**src/rtl/scan_chain_ctrl_if.sv**
```systemverilog
// Handshake and scan-chain signals between the pattern source, scan_chain_ctrl and the sdff chain.
// Optional SCAN_CTRL_COMPARE_EN adds expected/mask inputs and the fail result.
interface scan_chain_ctrl_if #(
  parameter int unsigned CHAIN_LEN = 8
);
  logic                 start;
  logic [CHAIN_LEN-1:0] pattern_in;
  logic                 SO;
  logic                 SE;
  logic                 SI;
  logic                 busy;
  logic                 done;
  logic [CHAIN_LEN-1:0] response_out;
`ifdef SCAN_CTRL_COMPARE_EN
  logic [CHAIN_LEN-1:0] expected_in;
  logic [CHAIN_LEN-1:0] mask_in;
  logic                 fail;

  modport master (
    output start, pattern_in, SO, expected_in, mask_in,
    input  SE, SI, busy, done, response_out, fail
  );
  modport slave (
    input  start, pattern_in, SO, expected_in, mask_in,
    output SE, SI, busy, done, response_out, fail
  );
`else
  modport master (
    output start, pattern_in, SO,
    input  SE, SI, busy, done, response_out
  );
  modport slave (
    input  start, pattern_in, SO,
    output SE, SI, busy, done, response_out
  );
`endif
endinterface

```
**src/rtl/scan_chain_ctrl.sv**
```systemverilog
// Sequences one scan test (shift-in, capture, shift-out) over a CHAIN_LEN sdff chain.
// Define SCAN_CTRL_COMPARE_EN to add masked comparison of the response against an expected word.
module scan_chain_ctrl #(
  parameter int unsigned CHAIN_LEN   = 8,
  parameter int unsigned CAPTURE_CYC = 1
) (
  input logic              CLK,
  input logic              R,
  scan_chain_ctrl_if.slave bus
);
  localparam int unsigned CntW = ($clog2(CHAIN_LEN + 1) < 1) ? 1 : $clog2(CHAIN_LEN + 1);
  localparam int unsigned CapW = ($clog2(CAPTURE_CYC + 1) < 1) ? 1 : $clog2(CAPTURE_CYC + 1);
  localparam logic [CntW-1:0] CntLast = CntW'(CHAIN_LEN);
  localparam logic [CapW-1:0] CapLast = CapW'(CAPTURE_CYC);

  typedef enum logic [2:0] {
    StIdle,
    StShiftIn,
    StCapture,
    StShiftOut,
    StDone
  } state_e;

  state_e               state_q;
  logic [CntW-1:0]      bit_cnt_q;
  logic [CapW-1:0]      cap_cnt_q;
  logic [CHAIN_LEN-1:0] shadow_q;
  logic [CHAIN_LEN-1:0] resp_sh_q;
  logic [CHAIN_LEN-1:0] resp_q;
  logic [CHAIN_LEN-1:0] resp_next;
  logic                 se_q;
  logic                 si_q;
  logic                 done_q;
`ifdef SCAN_CTRL_COMPARE_EN
  logic [CHAIN_LEN-1:0] exp_q;
  logic [CHAIN_LEN-1:0] mask_q;
  logic                 fail_q;
`endif

  // First SO sample ends up in the MSB after CHAIN_LEN shifts (tail cell first).
  assign resp_next = (resp_sh_q << 1) | CHAIN_LEN'(bus.SO);

  always_ff @(posedge CLK) begin
    if (!R) begin
      state_q   <= StIdle;
      bit_cnt_q <= '0;
      cap_cnt_q <= '0;
      shadow_q  <= '0;
      resp_sh_q <= '0;
      resp_q    <= '0;
      se_q      <= 1'b0;
      si_q      <= 1'b0;
      done_q    <= 1'b0;
`ifdef SCAN_CTRL_COMPARE_EN
      exp_q     <= '0;
      mask_q    <= '0;
      fail_q    <= 1'b0;
`endif
    end else begin
      case (state_q)
        StIdle: begin
          se_q   <= 1'b0;
          si_q   <= 1'b0;
          done_q <= 1'b0;
          if (bus.start) begin
            // MSB goes out now; the shadow keeps the remaining bits MSB-aligned.
            si_q      <= bus.pattern_in[CHAIN_LEN-1];
            shadow_q  <= bus.pattern_in << 1;
            se_q      <= 1'b1;
            bit_cnt_q <= CntW'(1);
            state_q   <= StShiftIn;
`ifdef SCAN_CTRL_COMPARE_EN
            exp_q     <= bus.expected_in;
            mask_q    <= bus.mask_in;
`endif
          end
        end
        StShiftIn: begin
          if (bit_cnt_q == CntLast) begin
            se_q      <= 1'b0;
            si_q      <= 1'b0;
            cap_cnt_q <= CapW'(1);
            state_q   <= StCapture;
          end else begin
            si_q      <= shadow_q[CHAIN_LEN-1];
            shadow_q  <= shadow_q << 1;
            bit_cnt_q <= bit_cnt_q + CntW'(1);
          end
        end
        StCapture: begin
          if (cap_cnt_q == CapLast) begin
            se_q      <= 1'b1;
            si_q      <= 1'b0;
            bit_cnt_q <= CntW'(1);
            state_q   <= StShiftOut;
          end else begin
            cap_cnt_q <= cap_cnt_q + CapW'(1);
          end
        end
        StShiftOut: begin
          resp_sh_q <= resp_next;
          if (bit_cnt_q == CntLast) begin
            se_q    <= 1'b0;
            done_q  <= 1'b1;
            resp_q  <= resp_next;
            state_q <= StDone;
`ifdef SCAN_CTRL_COMPARE_EN
            fail_q  <= |((resp_next ^ exp_q) & ~mask_q);
`endif
          end else begin
            bit_cnt_q <= bit_cnt_q + CntW'(1);
          end
        end
        StDone: begin
          done_q  <= 1'b0;
          state_q <= StIdle;
        end
        default: state_q <= StIdle;
      endcase
    end
  end

  assign bus.SE           = se_q;
  assign bus.SI           = si_q;
  assign bus.busy         = (state_q != StIdle);
  assign bus.done         = done_q;
  assign bus.response_out = resp_q;
`ifdef SCAN_CTRL_COMPARE_EN
  assign bus.fail         = fail_q;
`endif

endmodule

```
**src/flat_wrapper.sv**
```systemverilog
// flat-port wrapper written by rule: the top's interface ports become plain ports
module scan_chain_ctrl_flat 
#(
  parameter int unsigned CHAIN_LEN   = 8,
  parameter int unsigned CAPTURE_CYC = 1
)
  (CLK, R, bus_start, bus_pattern_in, bus_SO, bus_SE, bus_SI, bus_busy, bus_done, bus_response_out);
  scan_chain_ctrl_if #(.CHAIN_LEN(CHAIN_LEN)) bus_i ();
  input logic CLK;
  input logic R;
  input wire logic [$bits(bus_i.start)-1:0] bus_start;
  input wire logic [$bits(bus_i.pattern_in)-1:0] bus_pattern_in;
  input wire logic [$bits(bus_i.SO)-1:0] bus_SO;
  output wire logic [$bits(bus_i.SE)-1:0] bus_SE;
  output wire logic [$bits(bus_i.SI)-1:0] bus_SI;
  output wire logic [$bits(bus_i.busy)-1:0] bus_busy;
  output wire logic [$bits(bus_i.done)-1:0] bus_done;
  output wire logic [$bits(bus_i.response_out)-1:0] bus_response_out;
  assign bus_i.start = bus_start;
  assign bus_i.pattern_in = bus_pattern_in;
  assign bus_i.SO = bus_SO;
  assign bus_SE = bus_i.SE;
  assign bus_SI = bus_i.SI;
  assign bus_busy = bus_i.busy;
  assign bus_done = bus_i.done;
  assign bus_response_out = bus_i.response_out;
  scan_chain_ctrl #(.CHAIN_LEN(CHAIN_LEN), .CAPTURE_CYC(CAPTURE_CYC)) u_core (.CLK(CLK), .R(R), .bus(bus_i));
endmodule
```
**config.mk**
```make
export PLATFORM = sky130hd
export DESIGN_NAME = scan_chain_ctrl_flat
export DESIGN_NICKNAME = d
export VERILOG_FILES = /design/src/rtl/scan_chain_ctrl_if.sv /design/src/rtl/scan_chain_ctrl.sv /design/src/flat_wrapper.sv
export SDC_FILE = /design/constraint.sdc
export NUM_CORES = 1
export LEC_CHECK = 0
export ABC_AREA = 1
export CAP_MARGIN = 20
export CORE_MARGIN = 2
export CORE_UTILIZATION = 52
export CTS_CLUSTER_DIAMETER = 120
export CTS_CLUSTER_SIZE = 16
export DETAILED_ROUTE_END_ITERATION = 10
export PLACE_DENSITY = 0.86
export SYNTH_ARGS = -nofsm -noshare
export SYNTH_HDL_FRONTEND = slang
export SYNTH_SLANG_ARGS = --single-unit
```
**constraint.sdc**
```tcl
create_clock -name CLK -period 1.85 [get_ports CLK]
set_clock_uncertainty 0.05 [all_clocks]
set_input_delay 0.37 -clock CLK [delete_from_list [all_inputs] [get_ports CLK]]
set_output_delay 0.37 -clock CLK [all_outputs]
set_load 0.01 [all_outputs]
```
==> qor.yml <==
status: "completed"
p_leak_nw: 0.7904
reg2regPathDepth: 10
drive_gt1_share_pct: 12.12
cp_slowest_cell: "clkdlybuf4s50_1"
die_y_um: 57.04
p_per_area_nw_per_um2: 1041
area_delta_synth_final_pct: 24.81
postSynthAreaPerCell_sq_um: 7.241
place.detailed.hpwl_um: 2140
p_total_mw: 1.900
h-tree-depth: 2
syn_inst: 202
max_freq_mhz: 599.2
grt_first_pass_wirelength_um: 5368
grt_max_degree: 14
overflow: 0
hp-start: "u_core.cap_cnt_q"
grt_setup_unrepaired: "false"
grt_use_total_pct: 21.38
r2r-start: "u_core.bit_cnt_q[0]"
chipWidth_um: 57.04
min_period_over_period_pct: 90.21
io_pins: 24
layout_setup_ws_ps: 181.1
cts_made_buffers: 5
die_area_sq_um: 3253
hold_violations: 0
worstPathCellList: "clkdlybuf4s50_1"
ys_seq_elements: 33
start_util_pct: 53.97
ys_seq_area_share_pct: 45.17
cp_num_buf_inv: 1
p_sw_share_pct: 31.71
postCtsSetupBuffers: 0
grt_pass1_vias: 1259
pre_cts_slack_ps: 132.7
critPathMaxStageDelay_ps: 560
max-vdd-ir-drop_mv: 1.012
cp.arrival_ps: 1250
via_count: 1328
fin_crit_ps: 1669
ys_types: 23
fin_tns_setup_ps: 0
seq_power_share_pct: 45.2
drt_wl_total_um: 3121
syn-num-nets: 216
crit_type: "flop to output port"
fin_hold_ws_ps: 434.3
clockBufferDepth: 2
num_rows: 19
antenna_found_initial: 0
utilization_pct: 67.36
combPwrFrac_pct: 24.2
pwr-share-clk_pct: 30.6
setup_viol: 0
critPathLaunchType: "flop"
place_congestion: 0.7511
hold_end: "u_core.cap_cnt_q"
hold_depth: 2
synth_warnings: 0
syn_area_sq_um: 1463
drt_iter0_drc: 50
drtPass1Iterations: 4
worstMarginPinSlew_ps: 449.6
cts.sinks: 33
cp_max_fo: 2
cts_tree: "built"
maxCapViolCount: 0
wl_per_cell_um: 11.91
slew_violations: 0
clk_latency_ps: 350
antenna_left: 0
worstHoldPathType: "flop to flop"
port_buffers: 23
r2r_end: "u_core.shadow_q[2]"
avgViaCountPerCell: 5.069
worst_ep_required_time_ps: 1430
p_int_mw: 1.297
clkSlewWorstSetupHoldPaths_ps: 100
cp_top_family: "buffers and inverters"
reg2reg_slack_ps: 310
num_antenna_cells: 0
fp.coreArea_sq_um: 2710
p_sw_mw: 0.6025
final_nets: 244
cts-root-buf: "clkbuf_4"
max-slew-margin-rel_pct: 69.99
endpoint_kind: "output port"
drc_errors: 0
## state kept, by name, summed over array words and instances, names as in the netlist
signal                   cells
u_core.bus.done              1
u_core.bus.response_out      8
u_core.bit_cnt_q             4
u_core.shadow_q              7
u_core.cap_cnt_q             1
u_core.state_q               3
u_core.bus.SE                1
u_core.resp_sh_q             7
u_core.bus.SI                1
## placed cells by master (no fill, tap or decap)
master	synthesis	routed
dlygate4sd2_1	0	1
nor2_2	2	1
clkbuf_8	0	1
a211oi_1	5	5
nand3_2	1	1
clkbuf_4	0	5
clkdlybuf4s50_1	0	22
xnor2_1	1	1
dfxtp_4	0	1
buf_4	0	3
nor2_1	43	43
nand3_1	6	6
nor2_4	4	5
o21ai_1	1	1
inv_1	21	21
dfxtp_1	33	30
inv_2	3	3
nand2_1	39	39
nand3b_1	1	1
ha_1	2	2
clkinvlp_4	0	1
nand4_1	2	2
bufinv_16	0	1
dfxtp_2	0	2
o21ai_0	20	20
nand2_2	2	2
a211oi_2	2	2
a21oi_1	9	9
## worst max path at each step
| stage | slack, ps | start | depth (start not counted) | to |
|---|---|---|---|---|
| 5_1_grt | 100 | u_core.state_q[0] | 3 | bus_busy |
| 2_1_floorplan | 490 | u_core.bit_cnt_q[0] | 10 | u_core.shadow_q[1] |
| 3_3_place_gp | 170 | bus_start | 8 | u_core.shadow_q[4] |
| 4_1_cts | 160 | u_core.bus.response_out[5] | 1 | bus_response_out[5] |
| 6_report | 180 | u_core.bus.response_out[5] | 1 | bus_response_out[5] |
| 3_5_place_dp | 130 | bus_start | 8 | u_core.shadow_q[2] |
## per-layer routing
| layer | part of all wire [%] | vias to the layer above | track usage [%] |
|---|---|---|---|
| met2 | 47 | 31 | 34.98 |
| li1 | - | 697 | - |
| met3 | 5.4 | 5 | 6.349 |
| met1 | 46 | 595 | 26.00 |
| met5 | 0 | - | 0 |
| met4 | 1.8 | 0 | 9.635 |
## power groups by stage
| stage | Sequential [mW] | Combinational [mW] | Clock (mW) |
|---|---|---|---|
| 2_1_floorplan | 0.860 | 0.328 | 0 |
| 3_3_place_gp | 0.868 | 0.441 | 0 |
| 3_5_place_dp | 0.869 | 0.456 | 0 |
| 4_1_cts | 0.858 | 0.459 | 0.589 |
| 5_1_grt | 0.870 | 0.530 | 0.617 |
| 6_report | 0.859 | 0.459 | 0.582 |
## synth_stat cells
cell type | n | share of area (%)
nor2_1 | 43 | 11
nand2_1 | 39 | 10
dfxtp_1 | 33 | 45
inv_1 | 21 | 5.4
o21ai_0 | 20 | 6.8
a21oi_1 | 9 | 3.1
nand3_1 | 6 | 2.1
a211oi_1 | 5 | 2.6
nor2_4 | 4 | 3.1
inv_2 | 3 | 0.77
a211oi_2 | 2 | 1.7
clkbuf_1 | 2 | 0.51
ha_1 | 2 | 1.7
nand2_2 | 2 | 0.86
nand4_1 | 2 | 0.86
nor2_2 | 2 | 0.86
buf_1 | 1 | 0.26
buf_2 | 1 | 0.34
buf_6 | 1 | 0.77
nand3_2 | 1 | 0.68
nand3b_1 | 1 | 0.51
o21ai_1 | 1 | 0.34
xnor2_1 | 1 | 0.60
## repair_timing
item,in CTS,in global routing
gates resized for setup,6,0
endpoints found under the setup margin,1,0
endpoints found under the hold margin,0,0
hold buffers,0,0
## cell families (layout without fill, tap and decap cells)
group                      after synthesis  after routing  share of synthesized area [%]
and+or+nand+nor                        100            100                          29.94
adders and majority gates                2              2                          1.711
xor gates and xnor gates                 1              1                         0.5989
DFF                                     33             33                          45.17
AOI/OAI and AO/OA                       37             37                          14.54
buffers and inverters                   29             58                          8.041
## tightest hold or removal path, delay by kind of cell (launching register included)
kind | cells | cell delay (ps)
DFF | 1 | 320
buffers and inverters | 1 | 60
AOI/OAI and AO/OA | 1 | 60
## cell type report
type | count | area (sq um)
tap | 31 | 38.79
sequential | 33 | 666.9
inverter | 24 | 90.09
timing repair buffer | 26 | 251.5
fill | 222 | 884.6
multi-input combinational | 140 | 689.4
clock buffer | 6 | 51.30
clock inverter | 2 | 37.54
## stage by stage
step / instance area [sq um] / std cells
after floorplan: 1463 / 202
after global placement: 1727 / 254
after detailed placement: 1727 / 254
after CTS: 1826 / 262
after global routing: 1826 / 262
final: 1826 / 262
No activity file was read; power rests on OpenSTA's default activity.
